--- src/rtl/popcnt_pkg.sv ---
`default_nettype none
// +--------------------------------------------------------------------------+
// | Module   : popcnt_pkg                                                    |
// | Purpose  : Shared width helpers and output-stage state encoding for the  |
// |            population-count arbiter.                                     |
// | Contents : my_log2    - bits needed to hold a value (minimum 1)          |
// |            pos_width  - count result width for a DATA_W-bit vector       |
// |            id_width   - requester index width for N_REQ requesters       |
// |            out_state_t- EMPTY/FULL state of the result register          |
// | Revision : 1.0 - initial release                                         |
// +--------------------------------------------------------------------------+
package popcnt_pkg;

   // Number of bits needed to represent 'value'. A value of 0 still needs
   // one bit so that derived port widths never collapse to zero.
   function automatic int my_log2(input int value);
      int bits;
      int v;
      bits = 0;
      v    = value;
      for (int i = 0; i < 32; i++) begin
         if (v > 0) begin
            bits = bits + 1;
            v    = v >> 1;
         end
      end
      if (bits == 0) begin
         bits = 1;
      end
      return bits;
   endfunction

   // A full vector of data_w ones must fit, so size for the value data_w.
   function automatic int pos_width(input int data_w);
      return my_log2(data_w);
   endfunction

   // Largest index is n_req-1.
   function automatic int id_width(input int n_req);
      return my_log2(n_req - 1);
   endfunction

   typedef enum logic [0:0] {
      ST_EMPTY = 1'b0,
      ST_FULL  = 1'b1
   } out_state_t;

endpackage : popcnt_pkg
`default_nettype wire

--- src/rtl/vector_summator.sv ---
`default_nettype none
// +--------------------------------------------------------------------------+
// | Module   : vector_summator                                               |
// | Purpose  : Combinational population count of one input vector.          |
// | Ports    : vec  in  DATA_W  vector to count                              |
// |            sum  out POS_W   number of set bits in vec                    |
// | Revision : 1.0 - initial release                                         |
// +--------------------------------------------------------------------------+
module vector_summator
   import popcnt_pkg::*;
#(
   parameter int DATA_W = 10,
   parameter int POS_W  = pos_width(DATA_W)
) (
   input  logic [DATA_W-1:0] vec,
   output logic [POS_W-1:0]  sum
);

   always_comb begin
      sum = '0;
      for (int i = 0; i < DATA_W; i++) begin
         sum = sum + POS_W'(vec[i]);
      end
   end

endmodule : vector_summator
`default_nettype wire

--- src/rtl/popcnt_arbiter.sv ---
`default_nettype none
// +--------------------------------------------------------------------------+
// | Module   : popcnt_arbiter                                                |
// | Purpose  : N_REQ requesters share one population-count datapath through |
// |            a round-robin arbiter; one registered result per cycle.       |
// | Ports    : clk        in  1             rising-edge clock                |
// |            rst        in  1             synchronous active-high reset    |
// |            req_valid  in  N_REQ         per-requester request valid      |
// |            req_data   in  N_REQ*DATA_W  slice k at [k*DATA_W +: DATA_W]  |
// |            req_ready  out N_REQ         one-hot accept (or all zero)     |
// |            out_valid  out 1             result register is occupied      |
// |            out_ready  in  1             downstream takes the result      |
// |            out_sum    out POS_W         set-bit count of granted slice   |
// |            out_id     out ID_W          index of the granted requester   |
// | Revision : 1.0 - initial release                                         |
// +--------------------------------------------------------------------------+
module popcnt_arbiter
   import popcnt_pkg::*;
#(
   parameter int DATA_W = 10,
   parameter int N_REQ  = 4,
   parameter int POS_W  = pos_width(DATA_W),
   parameter int ID_W   = id_width(N_REQ)
) (
   input  logic                    clk,
   input  logic                    rst,
   input  logic [N_REQ-1:0]        req_valid,
   input  logic [N_REQ*DATA_W-1:0] req_data,
   output logic [N_REQ-1:0]        req_ready,
   output logic                    out_valid,
   input  logic                    out_ready,
   output logic [POS_W-1:0]        out_sum,
   output logic [ID_W-1:0]         out_id
);

   out_state_t              state;
   out_state_t              state_next;
   logic [ID_W-1:0]         rr_ptr;
   logic [ID_W-1:0]         rr_ptr_next;
   logic [POS_W-1:0]        sum_next;
   logic [ID_W-1:0]         id_next;

   logic [2*N_REQ-1:0]      valid_dbl;
   logic [N_REQ-1:0]        valid_rot;
   logic                    found;
   logic [ID_W-1:0]         offset;
   logic [ID_W:0]           cand_ext;
   logic [ID_W-1:0]         cand;
   logic                    can_accept;
   logic                    transfer;
   logic [DATA_W-1:0]       granted_slice;
   logic [POS_W-1:0]        slice_sum;

   // ------------------------------------------------------------------
   // Round-robin candidate search: rotate the valid vector so that bit 0
   // corresponds to rr_ptr, pick the lowest set bit, then rotate the
   // resulting offset back into an absolute requester index.
   // ------------------------------------------------------------------
   assign valid_dbl = {req_valid, req_valid};
   assign valid_rot = N_REQ'(valid_dbl >> rr_ptr);

   always_comb begin
      found  = 1'b0;
      offset = '0;
      // Walk downward so the lowest set bit is the last one written.
      for (int i = N_REQ - 1; i >= 0; i--) begin
         if (valid_rot[i]) begin
            found  = 1'b1;
            offset = ID_W'(i);
         end
      end
   end

   // rr_ptr and offset are both below N_REQ, so one conditional subtract
   // performs the modulo.
   assign cand_ext = {1'b0, rr_ptr} + {1'b0, offset};
   assign cand     = (cand_ext >= (ID_W+1)'(N_REQ))
                   ? ID_W'(cand_ext - (ID_W+1)'(N_REQ))
                   : cand_ext[ID_W-1:0];

   // The result register can take a new value when empty, or when its
   // current value leaves this cycle.
   assign can_accept = (state == ST_EMPTY) || out_ready;
   assign transfer   = found && can_accept && !rst;

   always_comb begin
      req_ready = '0;
      for (int k = 0; k < N_REQ; k++) begin
         req_ready[k] = transfer && (cand == ID_W'(k));
      end
   end

   // ------------------------------------------------------------------
   // Granted-slice mux feeding the shared count datapath.
   // ------------------------------------------------------------------
   always_comb begin
      granted_slice = '0;
      for (int k = 0; k < N_REQ; k++) begin
         if (cand == ID_W'(k)) begin
            granted_slice = req_data[k*DATA_W +: DATA_W];
         end
      end
   end

   vector_summator #(
      .DATA_W (DATA_W),
      .POS_W  (POS_W)
   ) u_summator (
      .vec (granted_slice),
      .sum (slice_sum)
   );

   // ------------------------------------------------------------------
   // Output stage: next-state and register-next logic.
   // ------------------------------------------------------------------
   always_comb begin
      state_next  = state;
      sum_next    = out_sum;
      id_next     = out_id;
      rr_ptr_next = rr_ptr;

      if (transfer) begin
         sum_next    = slice_sum;
         id_next     = cand;
         rr_ptr_next = (cand == ID_W'(N_REQ - 1)) ? '0 : cand + ID_W'(1);
      end

      case (state)
         ST_EMPTY: begin
            if (transfer) begin
               state_next = ST_FULL;
            end
         end
         ST_FULL: begin
            // A transfer while full means drain and refill on the same edge.
            if (!transfer && out_ready) begin
               state_next = ST_EMPTY;
            end
         end
         default: begin
            state_next = ST_EMPTY;
         end
      endcase
   end

   always_ff @(posedge clk) begin
      if (rst) begin
         state   <= ST_EMPTY;
         out_sum <= '0;
         out_id  <= '0;
         rr_ptr  <= '0;
      end else begin
         state   <= state_next;
         out_sum <= sum_next;
         out_id  <= id_next;
         rr_ptr  <= rr_ptr_next;
      end
   end

   assign out_valid = (state == ST_FULL);

endmodule : popcnt_arbiter
`default_nettype wire

--- config.mk ---
export PLATFORM = sky130hd
export DESIGN_NAME = popcnt_arbiter
export DESIGN_NICKNAME = d
export VERILOG_FILES = /design/src/rtl/popcnt_pkg.sv /design/src/rtl/vector_summator.sv /design/src/rtl/popcnt_arbiter.sv
export SDC_FILE = /design/constraint.sdc
export NUM_CORES = 1
export LEC_CHECK = 0
export ABC_AREA = 1
export CAP_MARGIN = 20
export CELL_PAD_IN_SITES_DETAIL_PLACEMENT = 1
export CELL_PAD_IN_SITES_GLOBAL_PLACEMENT = 2
export CORE_ASPECT_RATIO = 0.8
export CORE_MARGIN = 2
export CORE_UTILIZATION = 17
export CTS_CLUSTER_DIAMETER = 80
export CTS_CLUSTER_SIZE = 20
export DETAILED_ROUTE_END_ITERATION = 7
export PLACE_DENSITY_LB_ADDON = 0.1
export SETUP_SLACK_MARGIN = 0.2
export SLEW_MARGIN = 20
export SYNTH_ARGS = -nofsm -noshare
export SYNTH_HDL_FRONTEND = slang
export SYNTH_HIERARCHICAL = 1
export SYNTH_SLANG_ARGS = --single-unit
--- constraint.sdc ---
create_clock -name clk -period 6.68 [get_ports clk]
set_input_delay 2.004 -clock clk [delete_from_list [all_inputs] [get_ports clk]]
set_output_delay 2.004 -clock clk [all_outputs]
set_load 0.005 [all_outputs]
Word level (Yosys, flattened, before mapping)
Index checks and enable logic that the tools add are counted.
{ "word_totals": {"reg_bits": 9, "out_inout_bits": 11} }
{ "op_classes": {"n_addsub": 12, "n_lt_le_gt_ge": 1, "n_eq_ne": 3, "muxes": 17, "shifts": 1, "n_bitwise": 1, "reduce_logical": 11} }
{ "ops": {"columns": ["op", "n"], "rows": [
  ["10-bit two-way mux", 4],
  ["4-bit by 1-bit adder with 4-bit output", 8],
  ["2-bit two-way mux", 6],
  ["8-bit by 2-bit right shift with 4-bit output", 1],
  ["1-bit logical AND", 7],
  ["1-bit two-way mux", 6],
  ["2-bit equality test, second input constant", 2],
  ["2-bit by 2-bit adder with 3-bit output", 1],
  ["3-bit >= comparator, second input constant", 1],
  ["1-bit by 1-bit adder with 2-bit output", 1],
  ["2-bit by 1-bit adder with 2-bit output, second input constant", 1],
  ["2-bit by 1-bit equality test with 1-bit output, second input constant", 1],
  ["1-bit logical NOT", 2],
  ["2-bit logical NOT", 1],
  ["1-bit one-hot mux with 2 select lines", 1],
  ["2-bit by 1-bit subtractor with 2-bit output, second input constant", 1],
  ["1-bit logical OR", 1],
  ["1-bit NOT", 1]
]} }

Logic depth before layout (Yosys ltp)
{ "logic_depth": {"word_depth": 22, "depth_mapped": 33} }

By module
The synthesis kept the hierarchy.
{ "modules_own_cells": {"columns": ["mod", "area_each_um2", "cells_each", "n_inst", "seq_area_each_um2"], "rows": [
  ["popcnt_arbiter", 914.6, 159, 1, 180.2],
  ["vector_summator", 245.2, 33, 1, 0.0]
]} }

Worst setup path after synthesis
OpenSTA, ideal clock, no wires.
{ "synth_path": {"kind": "in2reg", "from": "input port req_valid[1]", "to": "register out_sum[1]", "required_time_ns": 6.567, "stages": 29, "setup_slack_ns": 0.183, "t_arrival_ns": 6.383, "path_buffers": 0, "setup_time_ns": 0.113, "cell_sequence": "nand2_1 nand3_1 nand2_2 nand3_1 a21boi_0 ha_1 xor2_1 o21ai_0 nand2_1 inv_1 ha_1 nor2_1 nand2_1 nand2_1 o21ai_0 o21ai_0 inv_1 fa_1 inv_1 fa_1 inv_1 fa_1 inv_1 ha_1 inv_1 fa_1 inv_1 nand2_1 nand2_1"} }
{ "synth_between": {"elab_chain_len": 22} }
{ "synth_lines": {"columns": ["element", "line", "source"], "rows": [
  ["start: declaration", "popcnt_arbiter.sv:27", "input logic [N_REQ-1:0] req_valid,"],
  ["8-bit by 2-bit right shift with 4-bit output (*)", "popcnt_arbiter.sv:60", "assign valid_rot = N_REQ'(valid_dbl >> rr_ptr);"],
  ["2-bit two-way mux (3 in a row)", "popcnt_arbiter.sv:67", "if (valid_rot[i]) begin"],
  ["2-bit two-way mux (*)", "popcnt_arbiter.sv:67", null],
  ["2-bit by 2-bit adder with 3-bit output (*)", "popcnt_arbiter.sv:76", "assign cand_ext = {1'b0, rr_ptr} + {1'b0, offset};"],
  ["3-bit >= comparator or 2-bit by 1-bit subtractor with 2-bit output (tied branches)", "popcnt_arbiter.sv:77, popcnt_arbiter.sv:78", null],
  ["2-bit two-way mux (*)", "popcnt_arbiter.sv:78", "? ID_W'(cand_ext - (ID_W+1)'(N_REQ))"],
  ["via cand[1]", "popcnt_arbiter.sv:48", "logic [ID_W-1:0] cand;"],
  ["2-bit logical NOT", "popcnt_arbiter.sv:99", "if (cand == ID_W'(k)) begin"],
  ["10-bit two-way mux (3 in a row)", "popcnt_arbiter.sv:99", null],
  ["10-bit two-way mux (*)", "popcnt_arbiter.sv:99", null],
  ["via granted_slice[0]", "popcnt_arbiter.sv:51", "logic [DATA_W-1:0] granted_slice;"],
  ["1-bit by 1-bit adder with 2-bit output (*)", "vector_summator.sv:22", "sum = sum + POS_W'(vec[i]);"],
  ["4-bit by 1-bit adder with 4-bit output (*) (8 in a row)", "vector_summator.sv:22", null],
  ["via slice_sum[1]", "popcnt_arbiter.sv:52", "logic [POS_W-1:0] slice_sum;"],
  ["end signal: assignment", "popcnt_arbiter.sv:154", "out_sum <= sum_next;"],
  ["end: declaration", "popcnt_arbiter.sv:32", "output logic [POS_W-1:0] out_sum,"]
]} }
The timed path passes the listed nets; every way through them passes the cells marked *.
A chain may end at the register's enable or synchronous reset.

Final worst setup path
{ "layout_path": {"from": "input port req_valid[3]", "to": "output port req_ready[2]"} }
{ "layout_between": {"elab_chain_len": 10} }
{ "layout_lines": {"columns": ["element", "line", "source"], "rows": [
  ["8-bit by 2-bit right shift with 4-bit output (*)", "popcnt_arbiter.sv:60", null],
  ["2-bit two-way mux (3 in a row)", "popcnt_arbiter.sv:67", null],
  ["2-bit two-way mux (*)", "popcnt_arbiter.sv:67", null],
  ["2-bit by 2-bit adder with 3-bit output (*)", "popcnt_arbiter.sv:76", null],
  ["3-bit >= comparator or 2-bit by 1-bit subtractor with 2-bit output (tied branches)", "popcnt_arbiter.sv:77, popcnt_arbiter.sv:78", null],
  ["2-bit two-way mux (*)", "popcnt_arbiter.sv:78", null],
  ["via cand[1]", "popcnt_arbiter.sv:48", null],
  ["2-bit equality test (*)", "popcnt_arbiter.sv:89", "req_ready[k] = transfer && (cand == ID_W'(k));"],
  ["1-bit logical AND (*)", "popcnt_arbiter.sv:89", null],
  ["end: declaration", "popcnt_arbiter.sv:29", "output logic [N_REQ-1:0] req_ready,"]
]} }
Marked as above.

==> out/results.tsv <==
stage	metric	value	unit
outcome	status	finished clean	
worst_setup_path	worstSetupPathType	in -> out	
sta	layout_setup_ws	0.3887	ns
sta	maxSlewHeadroom	0.7419	
placement	gp_routability_congestion	0.7260	
synth	yosysUniqueCellTypes	21	
cells_and_area	regArea	180.2	sq um
drt	wirelength	4.395	mm
worst_setup_path	crit_slowest_cell	clkdlybuf4s50_1	
cells_and_area	instances_no_fill	357	
drt	drc	0	
min_path	hold_class	reg -> reg	
grt	grt_use_total	0.1176	
sta	post-route-min-period	6.291	ns
clock_tree	numCtsBuffers	3	
clock_tree	clockRootBuffer	clkbuf_8	
worst_setup_path	cp_cell_sequence	clkbuf_2 -> nand2_2 -> nand3_1 -> nand2_1 -> a21boi_2 -> ha_2 -> xor2_2 -> nand3b_1 -> nand2_2 -> buf_4 -> ha_4 -> inv_4 -> buf_4 -> nor2_1 -> clkdlybuf4s50_1	
drt	antenna_left	0	
sta	fin_skew	0.002775	ns
sta	tightestPinTransition	0.3858	ns
floorplan	rows	26	
worst_setup_path	cp_slowest_stage_delay	0.51	ns
synth	yosys-top-cells-count	63 x nand2_1, 32 x inv_1, 22 x o21ai_0	
cells_and_area	nNetsFinal	334	
synth	yosysTopAreaCellShare	0.2039	
drt	vias	1425	
clock_tree	ctsHoldBuffers	0	
drt	drt_iter0_drc	16	
synth	post-synth-top-count-cell	nand2_1	
floorplan	initial_core_util	0.1783	
synth	netlist_area	1160	sq um
synth	avgSynthCellArea	6.041	sq um
cells_and_area	multiInputGateArea	972.2	sq um
clock_tree	clk_pin_slew	0.04	ns
synth	synth_top_area_cell	nand2_1	
sta	finalHoldViolCount	0	
synth	yosysSeqAreaShare	0.1553	
synth	ys_ff_latch	9	
worst_setup_path	path_max_fanout	8	
synth	synthesis.nets	252	
floorplan	core_area	6506	sq um
placement	hpwl	3.646	mm
grt	grt_pass1_vias	1424	
grt	antenna_found_initial	0	
placement	port_buffers	57	
clock_tree	cts_tree	yes	
synth	ys.flop_type	dfxtp_1	
synth	syn_inst	192	
sta	clock.fmax	159.0	MHz
placement	pre_cts_ws	-0.5471	ns
worst_setup_path	rrSetupSlack	1.60	ns
floorplan	die_y	77.88	um
drt	avgViaCountPerCell	3.992	
cells_and_area	final_layout_size_suffix_gt1_frac	0.3077	
grt	overflow	0	
worst_setup_path	cp-start-kind	input pin	
synth	synth_area_leaders	nand2_1 20%, dfxtp_1 16%, fa_1 10%	
worst_setup_path	worst_ep_required_time	4.68	ns
sta	setup_viol	0	
worst_setup_path	critPathArrivalTime	4.29	ns
cells_and_area	fill_cells	818	
cells_and_area	num_antenna_cells	0	
cells_and_area	syn_to_final_growth	91.48	%
run	maxCapViolCount	0	
clock_tree	cts.path.max_buffers	2	
sta	tns	0	ns
worst_setup_path	endpoint_kind	output port	
synth	yosysWarnings	6	
floorplan	die_w	96.35	um
drt	first_pass_iters	4	
drt	avgRoutedWirePerCell	12.31	um
floorplan	die_area	7504	sq um
sta	period_share	0.9418	
grt	grt_max_degree	17	
clock_tree	cts_max_level	1	
sta	grt_setup_unrepaired	yes	
clock_tree	cts_num_sinks	9	
grt	grt_pass1_wl	6.948	mm
placement	placed_cells	348	
sta	holdWs	0.4719	ns
floorplan	ios	58	
synth	synthArstFlopShare	0	
synth	synth_edf_count	0	
clock_tree	clk_latency	0.23	ns
sta	report.final.slew_viol_count	0	
-- routing by layer --
| layer | wire [um] | track usage |
|---|---|---|
| met1 | 2435 | 0.1930 |
| met5 | 0 | 0 |
| met4 | 0 | 0.004225 |
| met3 | 255 | 0.02427 |
| met2 | 1703 | 0.1618 |
-- state kept, by name, indices dropped and copies added (netlist names) --
signal,flops
out_sum,4
out_id,2
rr_ptr,2
out_valid,1
-- cell families (layout without fill, tap and decap cells) --
group / Yosys count / after routing / share of synthesized area
flops: 9 / 9 / 0.1553
simple gates: 92 / 92 / 0.3474
compound gates: 36 / 36 / 0.1683
buf+inv: 41 / 122 / 0.1424
xor+xnor: 1 / 1 / 0.007553
fa+ha+maj: 13 / 13 / 0.1791
-- per-stage QoR --
| stage | utilization | cell area [sq um] |
|---|---|---|
| 2_1_floorplan | - | 1162 |
| 3_3_place_gp | 0.3021 | 1966 |
| 3_5_place_dp | 0.3021 | 1966 |
| 4_1_cts | 0.3242 | 2110 |
| 5_1_grt | 0.3413 | 2221 |
| 6_report | 0.3413 | 2221 |
-- what timing repair did --
item / CTS / global route
gates resized for setup: 44 / 33
pin swaps: 20 / 18
endpoints found under the setup margin: 8 / 7
buffers inserted: 3 / 2
-- worst max-delay path: cells and delay by family --
kind / cells / cell delay (ns)
compound gates: 1 / 0.16
simple gates: 6 / 0.62
buf+inv: 5 / 0.99
xor+xnor: 1 / 0.14
fa+ha+maj: 2 / 0.37
-- cell type report --
type                       count  area share
sequential                     9     0.08113
timing repair buffer          84      0.3538
inverter                      34     0.05972
multi-input combinational    142      0.4377
clock buffer                   4     0.02028
tap                           84     0.04732
-- cells in the final DEF (no fill, tap or decap), drive strengths merged --
cell type      Yosys  final
nand3b             1      1
xor2               1      1
buf                2     29
nand3             17     17
nor2               6      6
ha                 7      7
dfxtp              9      9
fa                 6      6
a31oi              1      1
clkdlybuf4s50      0     53
a21boi             1      1
o21ai             23     23
inv               34     34
a21oi             11     11
clkbuf             5      6
nand2             68     68
-- path summary, 6_finish.rpt --
check	start	cells after the start	to
min reg2reg	out_sum[3]	2	out_sum[3]
max reg2reg	rr_ptr[0]	32	out_sum[1]
max	req_valid[3]	15	req_ready[2]
min	out_sum[3]	2	out_sum[3]
Power is not shown: default switching activity piles up to over one toggle a cycle in this logic, so the estimate is an artifact.
